==> src/rtl/interrupt_sequencer_pkg.sv <==
// irq_seq_pkg: shared types and defaults for the interrupt-entry sequencer.
// The state enum covers the whole entry sequence; the constants give the
// default vector location, drain depth and the zero padding used when the
// condition codes are pushed as a full stack word.
package irq_seq_pkg;

  typedef enum logic [2:0] {
    IDLE,
    DRAIN,
    PUSH_PCH,
    PUSH_PCL,
    PUSH_CCR,
    VEC_LO,
    VEC_HI,
    LOAD
  } irq_state_e;

  localparam int          DEF_DRAIN_CYCLES = 3;
  localparam logic [11:0] DEF_VEC_ADDR     = 12'h000;
  localparam int          PUSH_W           = 16;
  localparam int          DEF_CCR_W        = 3;
  localparam int          CCR_PAD_W        = PUSH_W - DEF_CCR_W;

endpackage

==> src/rtl/interrupt_sequencer_if.sv <==
// interrupt_sequencer_if: stack-push and vector-read handshakes between the
// sequencer (master) and the memory stage (slave).
interface interrupt_sequencer_if;
  import irq_seq_pkg::*;

  logic              push_req;
  logic [PUSH_W-1:0] push_data;
  logic              push_ack;
  logic              vec_req;
  logic [11:0]       vec_addr;
  logic              vec_ack;
  logic [15:0]       vec_data;

  modport master (
    output push_req, push_data, vec_req, vec_addr,
    input  push_ack, vec_ack, vec_data
  );

  modport slave (
    input  push_req, push_data, vec_req, vec_addr,
    output push_ack, vec_ack, vec_data
  );

endinterface

==> src/rtl/interrupt_sequencer_edge_latch.sv <==
// irq_edge_latch: rising-edge detect on the interrupt line plus a single
// pending flag. Further rises while pending merge into the one request.
module irq_edge_latch (
  input  logic clk,
  input  logic rst,
  input  logic irq_in,
  input  logic accept,
  output logic pending
);

  logic irq_prev;
  logic rise;

  assign rise = irq_in & ~irq_prev;

  // Track the previous line level so a held line requests entry only once
  always_ff @(posedge clk or posedge rst) begin
    if (rst) irq_prev <= 1'b0;
    else     irq_prev <= irq_in;
  end

  // A rise wins over acceptance so a request landing on the accept edge survives
  always_ff @(posedge clk or posedge rst) begin
    if (rst)         pending <= 1'b0;
    else if (rise)   pending <= 1'b1;
    else if (accept) pending <= 1'b0;
  end

endmodule

==> src/rtl/interrupt_sequencer.sv <==
// interrupt_sequencer: interrupt-entry controller sitting beside IF/ID.
// Freezes fetch, drains in-flight instructions, pushes PC high, PC low and
// CCR through the memory-stage stack port, reads the 32-bit handler vector,
// then pulses a fetch-PC load.
// Build option: define IRQ_NEST_EN to allow entry while a handler is active.
module interrupt_sequencer
  import irq_seq_pkg::*;
#(
  parameter int          PC_W         = 32,
  parameter int          CCR_W        = DEF_CCR_W,
  parameter int          DRAIN_CYCLES = DEF_DRAIN_CYCLES,
  parameter logic [11:0] VEC_ADDR     = DEF_VEC_ADDR
) (
  input  logic                  clk,
  input  logic                  rst,
  input  logic                  irq_in,
  input  logic                  rti_done_in,
  input  logic [PC_W-1:0]       pc_in,
  input  logic [CCR_W-1:0]      ccr_in,
  input  logic                  stall_in,
  input  logic                  redirect_in,
  output logic                  freeze_fetch,
  output logic                  inject_nop,
  interrupt_sequencer_if.master mem,
  output logic                  pc_load,
  output logic [PC_W-1:0]       pc_load_value,
  output logic                  in_isr,
  output logic                  busy
);

  localparam logic [2:0]  DRAIN_LOAD = 3'(DRAIN_CYCLES - 1);
  localparam logic [11:0] VEC_ADDR_HI = VEC_ADDR + 12'd1;

  irq_state_e       state_q, state_d;
  logic [2:0]       cnt_q, cnt_d;
  logic [PC_W-1:0]  ret_pc;
  logic [CCR_W-1:0] ret_ccr;
  logic [15:0]      vec_lo, vec_hi;
  logic             pending;
  logic             isr_block;
  logic             accept;

`ifdef IRQ_NEST_EN
  assign isr_block = 1'b0;
`else
  assign isr_block = in_isr;
`endif

  assign accept = (state_q == IDLE) & pending & ~stall_in & ~redirect_in & ~isr_block;
  assign busy   = (state_q != IDLE);
  assign pc_load_value = PC_W'({vec_hi, vec_lo});

  irq_edge_latch u_edge (
    .clk     (clk),
    .rst     (rst),
    .irq_in  (irq_in),
    .accept  (accept),
    .pending (pending)
  );

  // State and drain counter registers
  always_ff @(posedge clk or posedge rst) begin
    if (rst) begin
      state_q <= IDLE;
      cnt_q   <= 3'd0;
    end else begin
      state_q <= state_d;
      cnt_q   <= cnt_d;
    end
  end

  // Return state is snapshotted on the acceptance edge; vector halves as they arrive
  always_ff @(posedge clk or posedge rst) begin
    if (rst) begin
      ret_pc  <= '0;
      ret_ccr <= '0;
      vec_lo  <= '0;
      vec_hi  <= '0;
    end else begin
      if (accept) begin
        ret_pc  <= pc_in;
        ret_ccr <= ccr_in;
      end
      if (state_q == VEC_LO && mem.vec_ack) vec_lo <= mem.vec_data;
      if (state_q == VEC_HI && mem.vec_ack) vec_hi <= mem.vec_data;
    end
  end

  // Handler-active flag: set as the PC is loaded, cleared by RTI completion
  always_ff @(posedge clk or posedge rst) begin
    if (rst)                 in_isr <= 1'b0;
    else if (state_q == LOAD) in_isr <= 1'b1;
    else if (rti_done_in)    in_isr <= 1'b0;
  end

  // Next-state and Moore outputs; each handshake state waits for its ack
  always_comb begin
    state_d       = state_q;
    cnt_d         = cnt_q;
    freeze_fetch  = 1'b0;
    inject_nop    = 1'b0;
    mem.push_req  = 1'b0;
    mem.push_data = '0;
    mem.vec_req   = 1'b0;
    mem.vec_addr  = '0;
    pc_load       = 1'b0;
    case (state_q)
      IDLE: begin
        if (accept) begin
          state_d = DRAIN;
          cnt_d   = DRAIN_LOAD;
        end
      end
      DRAIN: begin
        if (cnt_q == 3'd0) state_d = PUSH_PCH;
        else               cnt_d   = cnt_q - 3'd1;
      end
      PUSH_PCH: begin
        mem.push_req  = 1'b1;
        mem.push_data = ret_pc[PC_W-1 -: 16];
        if (mem.push_ack) state_d = PUSH_PCL;
      end
      PUSH_PCL: begin
        mem.push_req  = 1'b1;
        mem.push_data = ret_pc[15:0];
        if (mem.push_ack) state_d = PUSH_CCR;
      end
      PUSH_CCR: begin
        mem.push_req  = 1'b1;
        mem.push_data = {{CCR_PAD_W{1'b0}}, ret_ccr};
        if (mem.push_ack) state_d = VEC_LO;
      end
      VEC_LO: begin
        mem.vec_req  = 1'b1;
        mem.vec_addr = VEC_ADDR;
        if (mem.vec_ack) state_d = VEC_HI;
      end
      VEC_HI: begin
        mem.vec_req  = 1'b1;
        mem.vec_addr = VEC_ADDR_HI;
        if (mem.vec_ack) state_d = LOAD;
      end
      LOAD: begin
        pc_load = 1'b1;
        state_d = IDLE;
      end
      default: state_d = IDLE;
    endcase
    if (state_q != IDLE) begin
      freeze_fetch = 1'b1;
      inject_nop   = 1'b1;
    end
  end

endmodule
==> src/flat_wrapper.sv <==
// flat-port wrapper written by rule: the top's interface ports become plain ports
module interrupt_sequencer_flat import irq_seq_pkg::*;
#(
  parameter int          PC_W         = 32,
  parameter int          CCR_W        = DEF_CCR_W,
  parameter int          DRAIN_CYCLES = DEF_DRAIN_CYCLES,
  parameter logic [11:0] VEC_ADDR     = DEF_VEC_ADDR
)
  (clk, rst, irq_in, rti_done_in, pc_in, ccr_in, stall_in, redirect_in, freeze_fetch, inject_nop, pc_load, pc_load_value, in_isr, busy, mem_push_req, mem_push_data, mem_vec_req, mem_vec_addr, mem_push_ack, mem_vec_ack, mem_vec_data);
  interrupt_sequencer_if mem_i ();
  input  logic clk;
  input  logic rst;
  input  logic irq_in;
  input  logic rti_done_in;
  input  logic [PC_W-1:0] pc_in;
  input  logic [CCR_W-1:0] ccr_in;
  input  logic stall_in;
  input  logic redirect_in;
  output logic freeze_fetch;
  output logic inject_nop;
  output logic pc_load;
  output logic [PC_W-1:0] pc_load_value;
  output logic in_isr;
  output logic busy;
  output wire logic [$bits(mem_i.push_req)-1:0] mem_push_req;
  output wire logic [$bits(mem_i.push_data)-1:0] mem_push_data;
  output wire logic [$bits(mem_i.vec_req)-1:0] mem_vec_req;
  output wire logic [$bits(mem_i.vec_addr)-1:0] mem_vec_addr;
  input wire logic [$bits(mem_i.push_ack)-1:0] mem_push_ack;
  input wire logic [$bits(mem_i.vec_ack)-1:0] mem_vec_ack;
  input wire logic [$bits(mem_i.vec_data)-1:0] mem_vec_data;
  assign mem_push_req = mem_i.push_req;
  assign mem_push_data = mem_i.push_data;
  assign mem_vec_req = mem_i.vec_req;
  assign mem_vec_addr = mem_i.vec_addr;
  assign mem_i.push_ack = mem_push_ack;
  assign mem_i.vec_ack = mem_vec_ack;
  assign mem_i.vec_data = mem_vec_data;
  interrupt_sequencer #(.PC_W(PC_W), .CCR_W(CCR_W), .DRAIN_CYCLES(DRAIN_CYCLES), .VEC_ADDR(VEC_ADDR)) u_core (.clk(clk), .rst(rst), .irq_in(irq_in), .rti_done_in(rti_done_in), .pc_in(pc_in), .ccr_in(ccr_in), .stall_in(stall_in), .redirect_in(redirect_in), .freeze_fetch(freeze_fetch), .inject_nop(inject_nop), .mem(mem_i), .pc_load(pc_load), .pc_load_value(pc_load_value), .in_isr(in_isr), .busy(busy));
endmodule
==> config.mk <==
export PLATFORM = sky130hd
export DESIGN_NAME = interrupt_sequencer_flat
export DESIGN_NICKNAME = d
export VERILOG_FILES = /design/src/rtl/interrupt_sequencer_pkg.sv /design/src/rtl/interrupt_sequencer_if.sv /design/src/rtl/interrupt_sequencer_edge_latch.sv /design/src/rtl/interrupt_sequencer.sv /design/src/flat_wrapper.sv
export SDC_FILE = /design/constraint.sdc
export NUM_CORES = 1
export LEC_CHECK = 0
export CAP_MARGIN = 20
export CORE_MARGIN = 3
export CORE_UTILIZATION = 44
export DETAILED_ROUTE_END_ITERATION = 16
export GPL_ROUTABILITY_DRIVEN = 0
export PLACE_DENSITY_LB_ADDON = 0.08
export SLEW_MARGIN = 40
export SYNTH_ARGS = -nofsm -noshare
export SYNTH_HDL_FRONTEND = slang
export SYNTH_HIERARCHICAL = 1
export SYNTH_SLANG_ARGS = --single-unit
==> constraint.sdc <==
create_clock -name clk -period 3 [get_ports clk]
set_input_delay 0.6 -clock clk [delete_from_list [all_inputs] [get_ports clk]]
set_output_delay 0.6 -clock clk [all_outputs]
set_load 0.1 [all_outputs]
### Yosys cells after proc, flatten, opt, wreduce, memory -nomap -nowiden

Index checks and enable logic that the tools add are counted.

| word-level totals | value |
|---|---|
| register bits | 76 |
| input bits | 59 |

| cells by class | value |
|---|---|
| add/sub/neg operators | 1 |
| equal/unequal tests | 15 |
| mux-type cells | 21 |
| bitwise operators | 9 |
| reduce and logical (&&, ||, !) cells | 12 |

Operators by type and width:

| operator | number |
|---|---|
| $pmux W16 S3 | 1 |
| $mux W3 | 9 |
| $pmux W3 S8 | 1 |
| $eq A3 B3 Y1 const B | 4 |
| $ne A2 B2 Y1 const B | 6 |
| $mux W1 | 9 |
| $reduce_and A7 Y1 | 1 |
| $eq A3 B2 Y1 const B | 2 |
| $logic_not A3 Y1 | 2 |
| $pmux W3 S2 | 1 |
| $reduce_bool A2 Y1 | 3 |
| $and A1 B1 Y1 | 5 |
| $ne A2 B1 Y1 const B | 2 |
| $not A1 Y1 | 4 |
| $eq A3 B1 Y1 const B | 1 |
| $reduce_and A3 Y1 | 1 |
| $reduce_bool A3 Y1 | 1 |
| $reduce_or A3 Y1 | 1 |
| $sub A3 B1 Y3 const B | 1 |
| $logic_and A1 B1 Y1 | 2 |
| $reduce_or A2 Y1 | 1 |

### Longest topological paths before layout

Gate-level depths: netlist of the first run.

| logic depth | value |
|---|---|
| depth in word-level cells | 7 |
| depth in mapped cells | 8 |
| mapped depth without buffers | 6 |

### Cells and area by module

The synthesis of the first run kept the hierarchy.

Modules (own cells, without submodules):

| module | times used | cells an instance | area each (µm²) | sequential area each (µm²) |
|---|---|---|---|---|
| interrupt_sequencer | 1 | 242 | 3,331.9 | 1,851.8 |
| irq_edge_latch | 1 | 6 | 73.8 | 50.0 |

### Worst setup path before layout of the first run

No wires, ideal clock.

| timing path | value |
|---|---|
| path kind | reg-to-output |
| start | register u_core.state_q[1] |
| end | output port mem_vec_req |
| arrival time | 2,166 ps |
| required time | 2,400 ps |
| path slack | 234 ps |
| cell stages (with the launch flop) | 6 |
| cells stage by stage | dfrtp_1 inv_1 ha_1 buf_2 nor2_1 nor2b_1 |

| between the ends | value |
|---|---|
| cells in the longest elaborated chain, start to end | 3 |

Ends and longest elaborated chain:

| what | line | source |
|---|---|---|
| start: declaration | interrupt_sequencer.sv:34 | `irq_state_e state_q, state_d;` |
| start signal: assignment | interrupt_sequencer.sv:67 | `state_q <= state_d;` |
| $eq A3 B3 Y1 | interrupt_sequencer.sv:107 | `case (state_q)` |
| $reduce_or A2 Y1 (no line) (*) | n/a |  |
| $mux W1 (*) | interrupt_sequencer.sv:107 |  |
| end: declaration | flat_wrapper.sv:27 | `output wire logic [$bits(mem_i.vec_req)-1:0] mem_vec_req;` |

Every way passes the cells marked *; elsewhere a longest branch is shown, timed or not.

### Worst setup path after layout of the first run

| timing path | value |
|---|---|
| start | register u_core.state_q[0] |
| end | output port mem_push_data[9] |

| between the ends | value |
|---|---|
| cells in the longest elaborated chain, start to end | 2 |

Ends and longest elaborated chain:

| what | line | source |
|---|---|---|
| $eq A3 B3 Y1 or $eq A3 B2 Y1 (tied branches) | interrupt_sequencer.sv:107 |  |
| $pmux W16 S3 (*) | interrupt_sequencer.sv:107 |  |
| end: declaration | flat_wrapper.sv:26 | `output wire logic [$bits(mem_i.push_data)-1:0] mem_push_data;` |

Marked as above.

==> summary.txt, run 1 <==
Reg clk slew, reported paths -> 80 ps
Main synth FF type -> dfrtp_1
R2r startpoint -> u_core/in_isr
Initial Util -> 46.2%
R2r endpoint -> u_core/cnt_q[0]
CTS Hold Bufs -> 0
Residual DRC -> 0
Reg2Reg Depth -> 4
Slowest stage delay, CP -> 400 ps
Syn Std Cell Area -> 0.00341 mm2
Max cap viols -> 0
RSZ-0062 raised after global routing -> false
CP cell instances -> ha_1 -> nor2b_1 -> buf_4 -> a22o_1 -> buf_12
Max Slew Vio Count -> 0
Remaining antenna violation count -> 0
Worst Path Arrival -> 2060 ps
Total setup buffers inserted after CTS -> 0
Die Wd -> 94.0 um
Clock Latency Late Sink -> 340 ps
Avg Vias per Cell -> 4.87
H-Tree Depth -> 3
Die area -> 0.00883 mm2
Crit. End Element -> output pin
Die Ht -> 94.0 um
Vias in the first global route -> 2369
Hold crit path type -> input pin to async pin
Post-synth EDFFs -> 0
Resized Gates After CTS -> 0
Layout cells sized above 1 -> 41.7%
Synth area leader -> dfrtp_1
Area of the multi-input gates -> 0.00132 mm2
Slew margin rel. -> 64.8%
Most frequent cell after synthesis -> dfrtp_1
Crit share post-route -> 88.7%
Synth Instances -> 248
# diodes -> 0
Clock root cell -> clkbuf_8
Post-synthesis async set-or-reset flop share -> 100%
Mean post-synth cell area -> 13.7 um2
Setup violators final -> 0
Clock buffer depth -> 2
Sequential fraction of the synthesis area -> 55.8%
Endpoints failing hold -> 0
Area delta synth->final -> 44.6%
Critical path type -> flop to output pin
R2r setup slk -> 920 ps
Ys Warns -> 6
WP data required -> 2400 ps
DRT iter0 DRCs -> 98
Port bufs -> 114
Post-synth cell types -> 31
CTS tree -> yes
Ports -> 126
#FFs+latches synth -> 76
Max FO, Critical Path -> 12
Final Skew -> 7.20 ps
Synth top area share -> 55.8%
Row count -> 31
First-pass GRT wire length -> 11400 um
All-Layer GR Usage -> 16.9%
Fmax -> 376 MHz
CTS Sinks -> 76
Final setup TNS -> 0 ps
Routed WL per cell -> 15.2 um
TritonRoute pass-1 iters -> 4
Largest net degree at the start of global routing -> 37
Worst Max-Slew Pin Slew -> 528 ps
GRT overflow -> 0
Vias -> 2279
FILL cells -> 571
CP delay by family, top -> buffers and inverters
Num CTS Buffers -> 9
Buffer and inverter count on the worst path -> 2
HPWL Detailed -> 5240 um
Minimum clock period -> 2660 ps
Synth top area cells -> dfrtp_1 (56%), mux2_2 (23%), a22o_1 (3.3%), buf_4 (3.1%), ha_1 (2.2%)
DRT Wirelength -> 7110 um
Core area -> 0.00737 mm2
Top post-synthesis cells by count -> dfrtp_1 (76), mux2_2 (70), buf_4 (14)
Status -> complete, no violations
Crit-path slowest cell -> nor2b_1
Initial antenna violation count -> 0
Crit start category -> flop
Number of nets in the layout -> 429
Sequential cell area -> 0.00190 mm2
[cell type report]
cell class / instances / share of cell area, %
clock inverters: 4 / 2.44
flip-flops and latches: 76 / 38.6
multi-input cells: 143 / 26.8
clock buffers: 12 / 2.95
well taps: 99 / 2.52
inverters: 13 / 0.991
repair buffers: 121 / 25.7
[layout by cell type, fill, tap and decap left out, types with 4 or more instances in the layout]
| cell | count |
|---|---|
| a22o_1 | 13 |
| buf_12 | 17 |
| buf_4 | 46 |
| bufinv_16 | 4 |
| clkbuf_8 | 10 |
| clkdlybuf4s50_1 | 58 |
| conb_1 | 11 |
| dfrtp_1 | 76 |
| ha_1 | 6 |
| inv_1 | 12 |
| mux2_2 | 70 |
| nand2_1 | 6 |
| nor2_1 | 8 |
| nor2b_1 | 5 |
[cell families (layout without fill, tap and decap cells)]
logic type | after synthesis | after routing | synth area share (%)
AOI/OAI and AO/OA | 25 | 25 | 7.20
adders and majority gates | 6 | 6 | 2.20
buffers and inverters | 39 | 150 | 6.61
DFF | 76 | 76 | 55.8
muxes | 71 | 71 | 23.4
other | 1 | 11 | 0.110
and+or+nand+nor | 30 | 30 | 4.59
[registers in the layout (all words and copies together) (netlist names)]
name,flops
u_core/u_edge/irq_prev,1
u_core/vec_lo,16
u_core/ret_ccr,3
u_core/vec_hi,16
u_core/u_edge/pending,1
u_core/in_isr,1
u_core/cnt_q,3
u_core/state_q,3
u_core/ret_pc,32
[worst max path at each step]
stage,depth (start not counted),startpoint,end
3_3_place_gp,4,stall_in,u_core/ret_pc[7]
3_5_place_dp,4,stall_in,u_core/ret_pc[4]
4_1_cts,5,u_core/state_q[0],mem_push_data[9]
6_report,5,u_core/state_q[0],mem_push_data[9]
2_1_floorplan,5,u_core/state_q[1],mem_vec_req
5_1_grt,5,u_core/state_q[0],mem_push_data[9]
[metal layers]
layer / vias to the layer above / wire [um] / global-route usage [%] / share of wire [%]
li1: 1077 / - / - / -
met1: 1120 / 2990 / 21.3 / 42
met2: 74 / 3500 / 26.6 / 49
met3: 8 / 526 / 4.97 / 7.4
met4: 0 / 99 / 7.94 / 1.4
met5: - / 0 / 0 / 0
[through the flow]
stage / cells / utilization [%] / cell area, um2 / worst slack [ps] / hold WS, ps
detailed placement: 452 / 63.2 / 4660 / 301 / 434
global placement: 452 / 63.2 / 4660 / 326 / 431
CTS: 468 / 66.8 / 4920 / 302 / 435
floorplan: 258 / - / 3440 / 234 / 341
global route: 468 / 66.8 / 4920 / 188 / 456
finish: 468 / 66.8 / 4920 / 340 / 449
[worst register-to-register path, cell delays in order, from the launching register on]
cell,delay [ps]
dfrtp_1,400
or4b_4,550
o21a_1,230
a2111oi_4,420
mux2_2,380
Power of run 1 is not shown: default switching activity piles up to over one toggle a cycle in this logic, so the estimate is an artifact.
==> run 2, diff against run 1 <==
CTS_CLUSTER_SIZE = 16   (was unset)
SLEW_MARGIN = 20   (was 40)
==> summary.txt, run 2 (synthesis results as in run 1) <==
Status -> complete, no violations
Endpoints failing hold -> 0
Total setup buffers inserted after CTS -> 0
TritonRoute pass-1 iters -> 4
WP data required -> 2400 ps
DRT iter0 DRCs -> 98
CTS Sinks -> 76
Worst Path Arrival -> 2060 ps
Minimum clock period -> 2660 ps
Biggest register -> u_core/ret_pc
Reg2Reg Depth -> 5
Die Wd -> 94.0 um
H-Tree Depth -> 3
Row count -> 31
Fmax -> 376 MHz
R2r startpoint -> u_core/state_q[0]
Slowest stage delay, CP -> 400 ps
Ports -> 126
Crit-path slowest cell -> nor2b_1
Die area -> 0.00883 mm2
Slew margin rel. -> 43.6%
Critical path type -> flop to output pin
Num CTS Buffers -> 9
Max FO, Critical Path -> 12
Biggest regs -> u_core/ret_pc (32), u_core/vec_hi (16), u_core/vec_lo (16)
Cell Count, Final, Fillers Out -> 468
Dpl cells -> 452
Most common cell after layout, fill and taps aside -> dfrtp_1
Final setup TNS -> 0 ps
Remaining antenna violation count -> 0
RSZ-0062 raised after global routing -> false
Layout cells sized above 1 -> 41.7%
Max Slew Vio Count -> 0
Initial antenna violation count -> 0
Residual DRC -> 0
Clock Latency Late Sink -> 340 ps
First-pass GRT wire length -> 11400 um
Crit share post-route -> 88.7%
R2r endpoint -> u_core/ret_pc[4]
All-Layer GR Usage -> 16.9%
Hold crit path type -> input pin to async pin
Clock buffer depth -> 2
Setup violators final -> 0
CTS tree -> yes
Clock root cell -> clkbuf_8
Initial Util -> 46.2%
Reg clk slew, reported paths -> 80 ps
Area delta synth->final -> 44.5%
CTS Hold Bufs -> 0
R2r setup slk -> 780 ps
HPWL Detailed -> 5240 um
Most frequent cells in the layout -> dfrtp_1 (76), mux2_2 (70), clkdlybuf4s50_1 (58)
Crit. End Element -> output pin
Max cap viols -> 0
Crit start category -> flop
Resized Gates After CTS -> 0
Port bufs -> 114
DRT Wirelength -> 7110 um
Number of nets in the layout -> 429
Vias in the first global route -> 2369
CP cell instances -> ha_1 -> nor2b_1 -> buf_4 -> a22o_1 -> buf_12
GRT overflow -> 0
Routed WL per cell -> 15.2 um
Final Skew -> 7.20 ps
Avg Vias per Cell -> 4.87
Die Ht -> 94.0 um
Vias -> 2279
Worst Max-Slew Pin Slew -> 846 ps
Core area -> 0.00737 mm2
Max reg flops -> 32
Largest net degree at the start of global routing -> 37
# diodes -> 0
## run 2: layout make-up
type | count | area, um2
clock inverter | 4 | 120
inverter | 13 | 48.8
tap | 99 | 124
clock buffer | 12 | 145
multi-input combinational | 143 | 1320
timing repair buffer | 121 | 1270
sequential | 76 | 1900
fill | 571 | 2450
## run 2: worst max path at each step
stage,start,end,slack [ps],cells after the start
final,u_core/state_q[0],mem_push_data[9],340,5
after CTS,u_core/state_q[0],mem_push_data[9],300,5
after global placement,stall_in,u_core/ret_pc[7],330,4
after floorplan,u_core/state_q[1],mem_vec_req,230,5
after detailed placement,stall_in,u_core/ret_pc[4],300,4
after global routing,u_core/state_q[0],mem_push_data[9],190,5
## run 2: stage by stage
step | setup WS, ps | utilization [%] | instance area (um2) | hold slack [ps]
floorplan | 234 | - | 3440 | 341
global placement | 326 | 63.2 | 4660 | 431
detailed placement | 301 | 63.2 | 4660 | 434
CTS | 302 | 66.8 | 4920 | 435
global route | 188 | 66.8 | 4920 | 456
finish | 340 | 66.8 | 4920 | 449
## run 2: per-layer routing
metal,routed length (um),track usage (%),up-vias
li1,-,-,1077
met1,2990,21.3,1120
met2,3500,26.6,74
met3,526,4.97,8
met4,99,7.94,0
met5,0,0,-
## run 2: critical path: cells and delay by family (launching register included)
| family | cells | cell delay [ps] |
|---|---|---|
| buffers and inverters | 2 | 470 |
| flip-flops | 1 | 390 |
| adder cells (fa/ha/maj) | 1 | 230 |
| AND/OR/NAND/NOR | 1 | 400 |
| AO/OA/AOI/OAI | 1 | 230 |
Power of run 2 is left out for the same reason.
==> run 3, diff against run 2 <==
ABC_AREA = 1   (was unset)
CORE_UTILIZATION = 45   (was 44)
==> summary.txt, run 3 <==
Status -> complete, no violations
Worst Max-Slew Pin Slew -> 896 ps
Synth top area share -> 53.4%
All-Layer GR Usage -> 19.2%
Fin Hold WS -> 457 ps
Crit. End Element -> output pin
Minimum clock period -> 2570 ps
Synth Instances -> 426
Worst Path Arrival -> 1970 ps
Avg Vias per Cell -> 4.76
Row count -> 31
Area of the multi-input gates -> 0.00127 mm2
Post-DP Area -> 0.00468 mm2
Max reg flops -> 32
WP data required -> 2400 ps
Most frequent cell after synthesis -> nand2_1
Initial antenna violation count -> 0
First-pass GRT wire length -> 13400 um
CTS tree -> yes
DRT Wirelength -> 8150 um
Top post-synthesis cells by count -> nand2_1 (158), dfrtp_1 (76), o21ai_0 (51)
CTS Sinks -> 76
Main synth FF type -> dfrtp_1
Syn Std Cell Area -> 0.00356 mm2
Final Skew -> 6.00 ps
Ports -> 126
HPWL Detailed -> 5850 um
Die Ht -> 94.9 um
Mean post-synth cell area -> 8.35 um2
Remaining antenna violation count -> 0
Max cap viols -> 0
Biggest register -> u_core/ret_pc
CTS Hold Bufs -> 0
H-Tree Depth -> 3
Critical path type -> flop to output pin
Sequential cell area -> 0.00190 mm2
Hold crit path type -> input pin to async pin
PnR worst setup slack -> 433 ps
Endpoints failing hold -> 0
Area delta synth->final -> 36.8%
Post-synthesis async set-or-reset flop share -> 100%
Sequential fraction of the synthesis area -> 53.4%
Fmax -> 390 MHz
Layout cells sized above 1 -> 16.5%
Final instance area -> 0.00487 mm2
Die Wd -> 94.9 um
Residual DRC -> 0
Most common cell after layout, fill and taps aside -> nand2_1
Ys Warns -> 6
Setup violators final -> 0
Total setup buffers inserted after CTS -> 0
#FFs+latches synth -> 76
TritonRoute pass-1 iters -> 4
Biggest regs -> u_core/ret_pc (32), u_core/vec_hi (16), u_core/vec_lo (16)
Routed WL per cell -> 12.8 um
Synth area leader -> dfrtp_1
Clock buffer depth -> 2
FILL cells -> 664
Initial Util -> 47.8%
Most frequent cells in the layout -> nand2_1 (158), dfrtp_1 (76), clkdlybuf4s50_1 (58)
# diodes -> 0
GRT overflow -> 0
Max Slew Vio Count -> 0
RSZ-0062 raised after global routing -> false
Post-synth cell types -> 23
Max FO, Critical Path -> 14
Synth top area cells -> dfrtp_1 (53%), nand2_1 (17%), o21ai_0 (7.2%), nand3_1 (4.9%), inv_1 (4.5%)
Post-synth EDFFs -> 0
Clock Latency Late Sink -> 340 ps
DRT iter0 DRCs -> 125
Vias in the first global route -> 2890
Crit start category -> flop
Resized Gates After CTS -> 0
Number of nets in the layout -> 599
Num CTS Buffers -> 9
Core area -> 0.00745 mm2
Slew margin rel. -> 40.1%
Vias -> 3037
Reg clk slew, reported paths -> 80 ps
Setup WS pre-CTS -> 681 ps
Port bufs -> 114
Clock root cell -> clkbuf_8
Crit share post-route -> 85.6%
Die area -> 0.00901 mm2
Largest net degree at the start of global routing -> 52
## run 3: cell count changes after synthesis, moves of 3 or more
cell and change:
nand3_1 +33, mux2_2 -70, buf_6 +5, o21ai_0 +50
a32oi_1 -3, nand2_2 +3, nor2b_1 -5, nand2_1 +152
inv_1 +30, a22o_1 -13, buf_2 +3
## run 3: metal layers
layer	vias to the layer above	part of all wire [%]	GRT usage (%)
met5	-	0	0
met2	98	49	31.4
li1	1512	-	-
met3	7	7.1	6.37
met4	0	0.97	4.69
met1	1420	43	24.7
## run 3: final cells by class
cell class	instances	share of cell area, %
clock buffers	10	2.83
clock inverters	6	0.976
inverters	45	3.62
multi-input cells	282	26.2
flip-flops and latches	76	39.1
well taps	99	2.54
repair buffers	120	24.8
## run 3: critical path, cell delays in order, from the launching register on
cell and delay [ps]:
dfrtp_1 410, ha_1 520, buf_4 250, nand3_1 80, nand2_1 80, buf_4 280
## run 3: per-stage QoR
step | TNS (ps) | utilization (%) | instances
detailed placement | 0 | 62.9 | 622
global placement | 0 | 62.9 | 622
floorplan | -3500 | - | 436
CTS | 0 | 65.4 | 638
finish | 0 | 65.4 | 638
global route | 0 | 65.4 | 638
## run 3: final timing paths
kind                                   startpoint               endpoint  slack [ps]  cells after the start
max reg2reg                     u_core/state_q[0]       u_core/vec_hi[3]         670                      7
min in group clk           u_core/u_edge/irq_prev  u_core/u_edge/pending         470                      3
max in group asynchronous                     rst      u_core/ret_pc[10]        1780                      3
min                                           rst  u_core/u_edge/pending         460                      2
max                             u_core/state_q[0]       mem_push_data[3]         430                      5
min reg2reg                u_core/u_edge/irq_prev  u_core/u_edge/pending         470                      3
## run 3: logic make-up after synthesis
| kind of cell | synth area share [%] |
|---|---|
| and+or+nand+nor | 25.1 |
| buffers and inverters | 11.8 |
| DFF | 53.4 |
| AOI/OAI and AO/OA | 7.45 |
| adders and majority gates | 2.11 |
| other | 0.105 |
Power of run 3 is left out for the same reason.
